<file path="config.mk">
export PLATFORM = sky130hd
export DESIGN_NAME = system_0_sysid_checker_timeout
export DESIGN_NICKNAME = d
export VERILOG_FILES = /design/src/rtl/system_0_sysid_checker_pkg.sv /design/src/rtl/system_0_sysid_checker_timeout.sv
export SDC_FILE = /design/constraint.sdc
export NUM_CORES = 1
export LEC_CHECK = 0
export BUFFER_PORTS_ARGS = -buffer_cell sky130_fd_sc_hd__buf_2
export CAP_MARGIN = 20
export CORE_AREA = 2 2 50 43
export CTS_CLUSTER_DIAMETER = 60
export CTS_CLUSTER_SIZE = 28
export DETAILED_ROUTE_END_ITERATION = 8
export DIE_AREA = 0 0 52 45
export HOLD_SLACK_MARGIN = 0.12
export PLACE_DENSITY = 0.76
export SETUP_SLACK_MARGIN = 0.15
export SKIP_CTS_REPAIR_TIMING = 1
export SLEW_MARGIN = 0
export SYNTH_ARGS = -nofsm -noshare
export SYNTH_HDL_FRONTEND = slang
export SYNTH_SLANG_ARGS = --single-unit
</file>
<file path="constraint.sdc">
create_clock -name clock -period 1.5 [get_ports clock]
set_input_delay 0.3 -clock clock [delete_from_list [all_inputs] [get_ports clock]]
set_output_delay 0.3 -clock clock [all_outputs]
set_load 0.02 [all_outputs]
</file>
<file path="src/rtl/system_0_sysid_checker_pkg.sv">
// system_0_sysid_checker_pkg: FSM encoding, sysid word addresses and stall-counter width
package system_0_sysid_checker_pkg;
    typedef enum logic [2:0] {IDLE, RD_ID, RD_TS, CHECK, FAIL_TO} state_t;
    localparam logic ADDR_ID = 1'b0;
    localparam logic ADDR_TS = 1'b1;
    localparam int STALL_W = 16;
endpackage

</file>
<file path="src/rtl/system_0_sysid_checker_timeout.sv">
// system_0_sysid_checker_timeout: waitrequest stall counter, flags the stall cycle that reaches LIMIT
module system_0_sysid_checker_timeout
    import system_0_sysid_checker_pkg::*;
#(
    parameter int LIMIT = 255
) (
    input  logic clock,
    input  logic reset_n,
    input  logic clear,
    input  logic enable,
    output logic tc
);
    localparam logic [STALL_W-1:0] LAST = STALL_W'(LIMIT - 1);
    logic [STALL_W-1:0] count;
    assign tc = enable && count == LAST;
    always_ff @(posedge clock or negedge reset_n)
        if (!reset_n) count <= '0;
        else if (clear) count <= '0;
        else if (enable) count <= count + 1'b1;
endmodule

</file>
==> metrics.md, run 1 <==
| Metric | Value |
|---|---|
| Status | finished with violations |
| Violated checks | setup timing |
| Final hold violation count | 0 |
| Die Area | 0.00234 mm² |
| Global-route wire length before repair | 3.18 mm |
| Insertion delay to the later sink of the worst-skew pair | 0.29 ns |
| CTS Buf Count | 3 |
| Post-synthesis register bit count | 16 |
| Commonest non-fill, non-tap cell in the layout | buf_4 |
| CP startpoint kind | flop |
| DRT antenna net count | 0 |
| Final hold slack | between 0.3 and 0.4 ns |
| Tcrit/Tclk final | 125% |
| Mapped cell area | slightly below 900 µm² |
| Diodes inserted | 0 |
| Die W | 52 µm |
| Hold crit path type | in -> reg |
| Fmax | ~530 MHz |
| Routed wire per std cell | around 17 µm |
| Crit-path max FO | 2 |
| CTS tree | done |
| Wirelength, routed | approximately 2.4 mm |
| Fin Clk Skew | 0.0104 ns |
| Critical-path top delay cell | dfrtp_1 |
| Crit path kind | reg -> out |
| CP top delay family | simple AND/OR/NAND/NOR gates |
| Die Y-Extent | 45 µm |
| Initial antenna violation count | 0 |
| Largest net degree at the start of global routing | 17 |
| VDD IR max | around 0.6 mV |
| Commonest non-fill, non-tap cells in the layout | buf_4, nor2_1, dfrtp_1, xnor2_1, buf_6 |
| Post-Layout Cell Count | approximately 140 |
| CP max stage delay | roughly 0.40 ns |
| WP data required | 1.20 ns |
| Final total power | between 800 and 900 µW |
| Share of cells above drive strength 1 | 44.9% |
| Crit end category | output pin |
| Largest register by flop count | count |
| Final Critical Period | 1.88 ns |
| Slew @ Worst Pin | around 0.38 ns |
| Max reg flops | 16 |
| Final worst-path setup slack | -0.376 ns |
| Root Buffer | clkbuf_4 |
| Post-Synthesis Mean Instance Area | roughly 9.6 µm² |
| CTS H-tree depth | 1 |
| CP bufs+invs | 2 |
| Starting Density | 47.9% |
| Placed cells | between 100 and 150 |
| Setup violators final | 7 |
| Initial drt markers | 16 |
| Cell Area, Placed | between 0.001 and 0.0015 mm² |
| Mapped Nets | 96 |
| Synth-to-Final Area Change | 48.8% |
| Design Area, Final | 0.00129 mm² |
| Port Buffers | 4 |
| Top flop regs | count x16 |
| Reg clk slew, reported paths | 0.09 ns |
| Cell count after synthesis | 90 |
| Util after Layout | about 71% |
| Data arrival, critical path | 1.58 ns |
| Post-synthesis sequential area ratio | 46.3% |
| Pwr dens | 647 mW/mm² |
| Relative slew slack | 74.4% |
| 1st-pass router iterations | 4 |
| Multi-input gate area | about 580 µm² |
| Leakage dissipation | around 0.00056 µW |
| Ys Warns | 0 |
| Via density | ~5.5 |
| GP Congestion | roughly 0.84 |
| DRC violations left | 0 |
| Vias in the first global route | just over 700 |
| Core Area | about 0.0018 mm² |
| RSZ-0062 raised after global routing | yes |
| Fin nets | 125 |
| IO Pins | 5 |
| Post-DP HPWL | roughly 1.4 mm |
| Row Count | 14 |
| Filler cells | 123 |
| Bufs on Longest Clock Path | 2 |
| CP cell instances | inv_1 > ha_1 > nor4bb_4 > nand4_1 > nor3_4 > buf_6 |
| Max_cap viols | 0 |
| Via Count | a little under 800 |
| FF/Latch Area | 403 µm² |
| Gr usage total | 19.5% |
| CTS sink count | 16 |
| Final Max Slew Viols | 0 |
| Total grt overflow | 0 |
| Post-synth cell types | 27 |
per-stage QoR:
step	worst slack, ns	setup TNS (ns)
global placement	-0.0389	-0.0389
finish	-0.376	-0.820
detailed placement	-0.0970	-0.147
floorplan	-0.0112	-0.0112
CTS	-0.412	-0.506
global route	-0.468	-1.48
per-layer routing:
metal | up-vias | GRT usage (%) | part of all wire, %
met4 | 0 | 3.16 | 1.3
met5 | - | 0 | 0
met3 | 4 | 6.95 | 2.9
met1 | 405 | 23.0 | 40
met2 | 14 | 34.9 | 56
li1 | 365 | - | -
cell usage after synthesis (all sizes together):
master	n	area [µm²]
xor2	2	17.5
a31o	1	8.76
or4	1	7.51
a211oi	1	7.51
nor3	6	30.0
nor4bb	1	10.0
o2111ai	1	15.0
nor2	16	60.1
or3	2	12.5
dfrtp	16	400
o21ai	2	10.0
ha	2	25.0
buf	2	12.5
nor4	3	25.0
nand2	4	15.0
xnor2	8	70.1
clkbuf	1	3.75
nand4	5	37.5
o211ai	1	12.5
nand3	3	15.0
nor2b	2	12.5
mux2	2	22.5
a21oi	3	15.0
inv	5	18.8
cell type report:
| type | count | share of cell area (%) |
|---|---|---|
| clock buffer | 4 | 2.82 |
| inverter | 5 | 1.46 |
| multi-input combinational | 66 | 44.9 |
| sequential | 16 | 31.3 |
| tap | 24 | 2.33 |
| timing repair buffer | 27 | 17.1 |
tightest hold or removal path, stage by stage:
cell      delay, ns
buf_2          0.10
buf_4          0.16
a211oi_1       0.08
worst paths after layout:
path / startpoint / to / slack [ns] / cells past startpoint
setup reg to reg: count[0] / count[6] / -0.12 / 7
setup / recovery: count[0] / tc / -0.38 / 6
min in group asynchronous: reset_n / count[5] / 0.44 / 2
hold / removal: enable / count[1] / 0.39 / 3
max in group asynchronous: reset_n / count[2] / 0.75 / 2
hold reg to reg: count[7] / count[7] / 0.58 / 2
cells by family (layout without fill, tap and decap cells):
family          count (synthesis)  after routing  synth area share, %
simple gates                   43             43                 26.0
flops                          16             16                 46.3
xor+xnor                       10             10                 10.1
compound gates                  9              9                 7.96
buf+inv                         8             36                 4.05
fa+ha+maj                       2              2                 2.89
mux                             2              2                 2.60
where the power goes:
group | internal, µW | switching (µW) | total, µW
Sequential | 437 | 6.69 | 444
Combinational | 43.3 | 51.0 | 94.3
Clock | 148 | 146 | 294
Total | 628 | 204 | 832
Power figures use the tool's default switching activity.
==> run 2: changes to the inputs <==
- CELL_PAD_IN_SITES_DETAIL_PLACEMENT: default -> 0
- CELL_PAD_IN_SITES_GLOBAL_PLACEMENT: default -> 1
- CORE_AREA: 2 2 50 43 -> 2 2 55 47
- DIE_AREA: 0 0 52 45 -> 0 0 57 49
- PLACE_DENSITY: 0.76 -> 0.79
==> run 2 against run 1 <==
Effect of this change:
- the flow still finishes with violations (setup timing)
- global-route usage shrank 5.8 points
- combinational power rose by 1%
- worst setup slack improved by 0.0057 ns
- sequential share of layout area down 2.2 points
- clock power decreased by 24%
- die area increased by 19%
- total power fell by 8.5%
- final area rose by 7.7%
- sequential power about the same
==> metrics.md, run 2 (synthesis gave the netlist of run 1 again) <==
| Metric | Value |
|---|---|
| Cell Area, Placed | 0.00107 mm² (was 0.00105 mm²) |
| Via Count | 795 (was 788) |
| Reg2reg start | count[0] (unchanged) |
| Die Y-Extent | 49 µm (was 45 µm) |
| Sw frac | 24.4% (was 24.5%) |
| DRC violations left | 0 (unchanged) |
| GR peak layer | met2 (unchanged) |
| Die Area | 0.00279 mm² (was 0.00234 mm²) |
| Slew @ Worst Pin | 0.366 ns (was 0.384 ns) |
| GR Util met3 | 5.57% (was 6.95%) |
| CP Capture Point | tc (unchanged) |
| IO Pins | 5 (unchanged) |
| VDD IR max | 0.481 mV (was 0.598 mV) |
| Via density | 5.26 (was 5.55) |
| Relative slew slack | 75.6% (was 74.4%) |
| Initial drt markers | 30 (was 16) |
| CTS H-tree depth | 1 (unchanged) |
| Final hold slack | 0.368 ns (was 0.388 ns) |
| Synth-to-Final Area Change | 60.2% (was 48.8%) |
| Insertion delay to the later sink of the worst-skew pair | 0.29 ns (about the same) |
| Die W | 57 µm (was 52 µm) |
| Final Critical Period | 1.87 ns (was 1.88 ns) |
| Max_cap viols | 0 (unchanged) |
| P_sw | 185 µW (was 204 µW) |
| Worst r2r dst | count[8] (was count[6]) |
| Share of cells above drive strength 1 | 49.2% (was 44.9%) |
| Met1 usage in global routing | 17.5% (was 23.0%) |
| Data arrival, critical path | 1.57 ns (was 1.58 ns) |
| Commonest non-fill, non-tap cell in the layout | buf_4 (unchanged) |
| Crit path kind | reg -> out (unchanged) |
| CTS Buf Count | 3 (unchanged) |
| Post-DP HPWL | 1.37 mm (was 1.44 mm) |
| Global-route wire length before repair | 2.90 mm (was 3.18 mm) |
| Wirelength, routed | 2.10 mm (was 2.37 mm) |
| Final hold violation count | 0 (unchanged) |
| Diodes inserted | 0 (unchanged) |
| Reg2reg path depth | 7 (unchanged) |
| Commonest non-fill, non-tap cells in the layout | buf_4, nor2_1, dfrtp_1, buf_6, xnor2_1 (was buf_4, nor2_1, dfrtp_1, xnor2_1, buf_6) |
| Gr usage total | 13.7% (was 19.5%) |
| Vias in the first global route | 684 (was 705) |
| DRT antenna net count | 0 (unchanged) |
| Tcrit/Tclk final | 125% (about the same) |
| RSZ-0062 raised after global routing | yes (unchanged) |
| Port Buffers | 4 (unchanged) |
| Largest register by flop count | count (unchanged) |
| Row Count | 16 (was 14) |
| Crit-path max FO | 2 (unchanged) |
| Fraction of power consumed by the clock network | 29.2% (was 35.3%) |
| Root Buffer | clkbuf_4 (unchanged) |
| Largest net degree at the start of global routing | 17 (unchanged) |
| Core Area | 0.00228 mm² (was 0.00180 mm²) |
| Crit end category | output pin (unchanged) |
| Final total power | 761 µW (was 832 µW) |
| GP Congestion | 0.769 (was 0.843) |
| CP startpoint kind | flop (unchanged) |
| Routed wire per std cell | 13.9 µm (was 16.7 µm) |
| CTS tree | done (unchanged) |
| Violated checks | setup timing (unchanged) |
| R2R Setup Slk | -0.18 ns (was -0.12 ns) |
| Top flop regs | count x16 (unchanged) |
| Leakage dissipation | 0.000650 µW (was 0.000562 µW) |
| Fin Clk Skew | 0.00886 ns (was 0.0104 ns) |
| Worst Setup SP | count[0] (unchanged) |
| Fmax | 535 MHz (was 533 MHz) |
| Bufs on Longest Clock Path | 2 (unchanged) |
| Initial antenna violation count | 0 (unchanged) |
| Fin nets | 132 (was 125) |
| Reg clk slew, reported paths | 0.09 ns (about the same) |
| 1st-pass router iterations | 4 (unchanged) |
| Design Area, Final | 0.00139 mm² (was 0.00129 mm²) |
| Status | finished with violations (unchanged) |
| Starting Density | 37.9% (was 47.9%) |
| Met2 usage | 21.6% (was 34.9%) |
| Final worst-path setup slack | -0.371 ns (was -0.376 ns) |
| Max reg flops | 16 (unchanged) |
| Setup violators final | 6 (was 7) |
| Combinational power share | 12.6% (was 11.3%) |
| Sequential share of power | 58.2% (was 53.3%) |
| Hold crit path type | in -> reg (unchanged) |
| Total grt overflow | 0 (unchanged) |
| Pwr dens | 550 mW/mm² (was 647 mW/mm²) |
| Final Max Slew Viols | 0 (unchanged) |
| CTS sink count | 16 (unchanged) |
| Internal | 576 µW (was 628 µW) |
| WP data required | 1.20 ns (about the same) |
## run 2: cell count changes in the layout (fill, tap and decap cells not counted), sizes merged
cell	change
buf	+7
clkbuf	-1
## run 2: stage by stage
stage	instances	TNS [ns]	util, %	setup WS, ns
floorplan	90	-0.0112	-	-0.0112
global placement	137	-0.0440	46.7	-0.0440
CTS	140	-0.396	47.7	-0.395
finish	151	-0.887	60.7	-0.371
detailed placement	137	-0.0774	46.7	-0.0774
global route	151	-1.67	60.7	-0.472
## run 2: layout make-up
cell class	instances	area (µm²)
fillers	196	897
well taps	27	33.8
multi-input cells	66	612
clock buffers	3	22.5
repair buffers	34	295
inverters	5	18.8
flip-flops and latches	16	403
## run 2: worst min-delay path by stage
| stage | start | end | slack (ns) | cells after the start |
|---|---|---|---|---|
| after detailed placement | reset_n | count[7] | 0.24 | 1 |
| after global placement | reset_n | count[5] | 0.23 | 1 |
| after floorplan | reset_n | count[0] | 0.004 | 0 |
| after global routing | clear | count[4] | 0.36 | 3 |
| after CTS | reset_n | count[7] | -0.08 | 1 |
| final | clear | count[6] | 0.37 | 3 |
## run 2: power groups by stage
| stage | Combinational, µW | Sequential [µW] | Clock [µW] |
|---|---|---|---|
| after CTS | 65.1 | 442 | 233 |
| after detailed placement | 64.9 | 451 | 0 |
| after global placement | 63.0 | 450 | 0 |
| after global routing | 103 | 444 | 268 |
| final | 95.6 | 443 | 223 |
| after floorplan | 28.5 | 452 | 0 |
## run 2: layer usage
metal | vias to the layer above | routed length, µm
li1 | 381 | -
met1 | 396 | 917
met2 | 12 | 1040
met3 | 6 | 87
met4 | 0 | 46
met5 | - | 0
## run 2: worst max-delay path: stages, from the launching register on
cell	delay (ns)
dfrtp_1	0.39
inv_1	0.06
ha_1	0.13
nor4bb_2	0.21
nand4_1	0.20
nor3_4	0.16
buf_6	0.14
==> run 3: changes to the inputs <==
- ABC_AREA: default -> 1
- CORE_AREA: 2 2 55 47 -> 2 2 59 50
- DIE_AREA: 0 0 57 49 -> 0 0 61 52
- PLACE_DENSITY: 0.79 -> 0.8
- SLEW_MARGIN: 0 -> default
==> run 3 against run 2 <==
Effect of this change:
- worst setup slack better by 0.25 ns
- non-clock buffer count shrank 18
- fmax up 15%
- via count is 14% higher
- clock skew grew 0.0019 ns
- sequential cell count stayed put
- critical path depth shrank 1
- hold slack worse by 0.11 ns
- the run still ends with setup timing left
- final area down 12%
- routed wire length is 9.5% higher
==> metrics.md, run 3 <==
| Metric | Value |
|---|---|
| Reg2reg start | count[0] (unchanged) |
| Final worst-path setup slack | -0.124 ns (was -0.371 ns) |
| Status | finished with violations (unchanged) |
| Final hold slack | 0.257 ns (was 0.368 ns) |
| Final Max Slew Viols | 0 (unchanged) |
| Setup violators final | 1 (was 6) |
| Via density | 4.76 (was 5.26) |
| Mapped Nets | 139 (was 96) |
| Wirelength, routed | 2.30 mm (was 2.10 mm) |
| CTS Buf Count | 3 (unchanged) |
| EDFF count, synth | 0 (unchanged) |
| CP startpoint kind | flop (unchanged) |
| Mapped cell area | 968 µm² (was 865 µm²) |
| Final Critical Period | 1.62 ns (was 1.87 ns) |
| VDD IR max | 0.397 mV (was 0.481 mV) |
| CTS sink count | 16 (unchanged) |
| Commonest non-fill, non-tap cell in the layout | nand2_1 (was buf_4) |
| CTS tree | done (unchanged) |
| Top cells by area, synth | dfrtp_1, nand2_1, nor2_1 (was dfrtp_1, xnor2_1, nor2_1) |
| Data arrival, critical path | 1.32 ns (was 1.57 ns) |
| Crit-path max FO | 4 (was 2) |
| Cell count after synthesis | 133 (was 90) |
| Max_cap viols | 0 (unchanged) |
| Final hold violation count | 0 (unchanged) |
| Met2 usage | 21.5% (was 21.6%) |
| Post-DP HPWL | 1.58 mm (was 1.37 mm) |
| Crit end category | output pin (unchanged) |
| Crit path kind | reg -> out (unchanged) |
| CP cell instances | inv_2 > ha_4 > nand4_1 > nor2_1 > buf_4 (was inv_1 > ha_1 > nor4bb_2 > nand4_1 > nor3_4 > buf_6) |
| DRC violations left | 0 (unchanged) |
| Vias in the first global route | 769 (was 684) |
| Slew @ Worst Pin | 0.393 ns (was 0.366 ns) |
| Post-synthesis sequential area ratio | 41.3% (was 46.3%) |
| Leakage dissipation | 0.000544 µW (was 0.000650 µW) |
| Met1 usage in global routing | 23.1% (was 17.5%) |
| Ys Warns | 0 (unchanged) |
| Violated checks | setup timing (unchanged) |
| Largest register by flop count | count (unchanged) |
| Total grt overflow | 0 (unchanged) |
| CTS H-tree depth | 1 (unchanged) |
| Root Buffer | clkbuf_4 (unchanged) |
| Gr usage total | 16.0% (was 13.7%) |
| Die Y-Extent | 52 µm (was 49 µm) |
| Hold crit path type | in -> reg (unchanged) |
| DRT antenna net count | 0 (unchanged) |
| Starting Density | 37.0% (was 37.9%) |
| IO Pins | 5 (unchanged) |
| Insertion delay to the later sink of the worst-skew pair | 0.30 ns (was 0.29 ns) |
| Routed wire per std cell | 12.1 µm (was 13.9 µm) |
| Top cell type's share of synthesized area | 41.3% (was 46.3%) |
| Fin nets | 159 (was 132) |
| WP data required | 1.20 ns (about the same) |
| Die W | 61 µm (was 57 µm) |
| Port Buffers | 4 (unchanged) |
| Post-synthesis register bit count | 16 (unchanged) |
| Share of cells above drive strength 1 | 30.9% (was 49.2%) |
| Relative slew slack | 73.8% (was 75.6%) |
| Bufs on Longest Clock Path | 2 (unchanged) |
| Via Count | 904 (was 795) |
| GR Util met3 | 5.97% (was 5.57%) |
| Most frequent cells after synthesis | nand2_1, nor2_1, dfrtp_1 (was dfrtp_1, nor2_1, xnor2_1) |
| Initial drt markers | 79 (was 30) |
| Prevailing post-synth register cell | dfrtp_1 (unchanged) |
| 1st-pass router iterations | 4 (unchanged) |
| Reg clk slew, reported paths | 0.10 ns (was 0.09 ns) |
| Count leader, synth | nand2_1 |
| Filler cells | 275 (was 196) |
| Critical-path top delay cell | dfrtp_1 (unchanged) |
| Largest net degree at the start of global routing | 17 (unchanged) |
| Synth-to-Final Area Change | 25.2% (was 60.2%) |
| Post-synth cell types | 20 (was 27) |
| RSZ-0062 raised after global routing | yes (unchanged) |
| Synth area leader | dfrtp_1 (unchanged) |
| GP Congestion | 0.809 (was 0.769) |
| Async SR Flop Fraction | 100% (unchanged) |
| Row Count | 17 (was 16) |
| CP max stage delay | 0.44 ns (was 0.39 ns) |
| Diodes inserted | 0 (unchanged) |
| Pwr dens | 675 mW/mm² (was 550 mW/mm²) |
| Tcrit/Tclk final | 108% (was 125%) |
| Max reg flops | 16 (unchanged) |
| Top flop regs | count x16 (unchanged) |
| Commonest non-fill, non-tap cells in the layout | nand2_1, nor2_1, dfrtp_1, buf_4, inv_1 (was buf_4, nor2_1, dfrtp_1, buf_6, xnor2_1) |
| Worst Setup SP | count[0] (unchanged) |
| GR peak layer | met1 (was met2) |
| Initial antenna violation count | 0 (unchanged) |
| Pre-CTS setup slack | 0.116 ns (was -0.0774 ns) |
| Core Area | 0.00262 mm² (was 0.00228 mm²) |
| Global-route wire length before repair | 3.62 mm (was 2.90 mm) |
| Post-Synthesis Mean Instance Area | 7.28 µm² (was 9.61 µm²) |
| Die Area | 0.00317 mm² (was 0.00279 mm²) |
| Fmax | 616 MHz (was 535 MHz) |
| Min-delay src | clear (unchanged) |
| Fin Clk Skew | 0.0108 ns (was 0.00886 ns) |
## run 3: changes by cell type after synthesis, sizes merged, moves of 3 or more
| cell | previous run | this run |
|---|---|---|
| o21ai | 2 | 6 |
| xnor2 | 8 | 0 |
| nor4 | 3 | 0 |
| nor2 | 16 | 37 |
| nor3 | 6 | 2 |
| nand3 | 3 | 8 |
| nand2 | 4 | 37 |
| inv | 5 | 14 |
## run 3: per-stage QoR
stage | instance area (µm²) | total power (µW) | std cells | TNS (ns) | util (%)
4_1_cts | 1070 | 803 | 179 | -0.227 | 41.0
2_1_floorplan | 968 | 483 | 133 | 0 | -
3_5_place_dp | 1040 | 507 | 175 | 0 | 39.6
6_report | 1210 | 818 | 190 | -0.124 | 46.3
5_1_grt | 1210 | 863 | 190 | -0.286 | 46.3
3_3_place_gp | 1040 | 506 | 175 | 0 | 39.6
## run 3: final timing paths
kind	slack [ns]	to	depth (start not counted)
hold reg to reg	0.56	count[15]	2
setup reg to reg	0.06	count[10]	10
min in group asynchronous	0.45	count[0]	2
setup / recovery	-0.12	tc	5
hold / removal	0.26	count[1]	2
max in group asynchronous	0.74	count[3]	2
## run 3: logic make-up (layout without fill, tap and decap cells)
family                   after synthesis  after routing  share of synthesized area, %
AO/OA/AOI/OAI                         13             13                          7.62
adder cells (fa/ha/maj)                2              2                          2.58
buffers and inverters                 15             34                          6.20
flip-flops                            16             16                          41.3
AND/OR/NAND/NOR                       87             87                          42.2
## run 3: per-layer routing
| layer | up-vias | wire length [µm] |
|---|---|---|
| li1 | 460 | - |
| met1 | 411 | 1130 |
| met2 | 26 | 996 |
| met3 | 7 | 130 |
| met4 | 0 | 43 |
| met5 | - | 0 |
## run 3: final cells by class
cell class	instances	area (µm²)	area share [%]
flip-flops and latches	16	405	33.4
multi-input cells	102	556	45.8
clock buffers	4	36.3	2.99
well taps	38	47.5	3.92
repair buffers	16	115	9.49
inverters	14	52.6	4.33
## run 3: power breakdown
group,internal [µW],total [µW],switching [µW]
Sequential,438,451,12.4
Clock,148,294,146
Combinational,29.8,73.6,43.8
Total,616,818,202
## run 3: worst max-delay path: cells and delay by family (launching register included)
kind | cells | cell delay [ns]
adders and majority gates | 1 | 0.12
buffers and inverters | 2 | 0.26
DFF | 1 | 0.44
and+or+nand+nor | 2 | 0.19
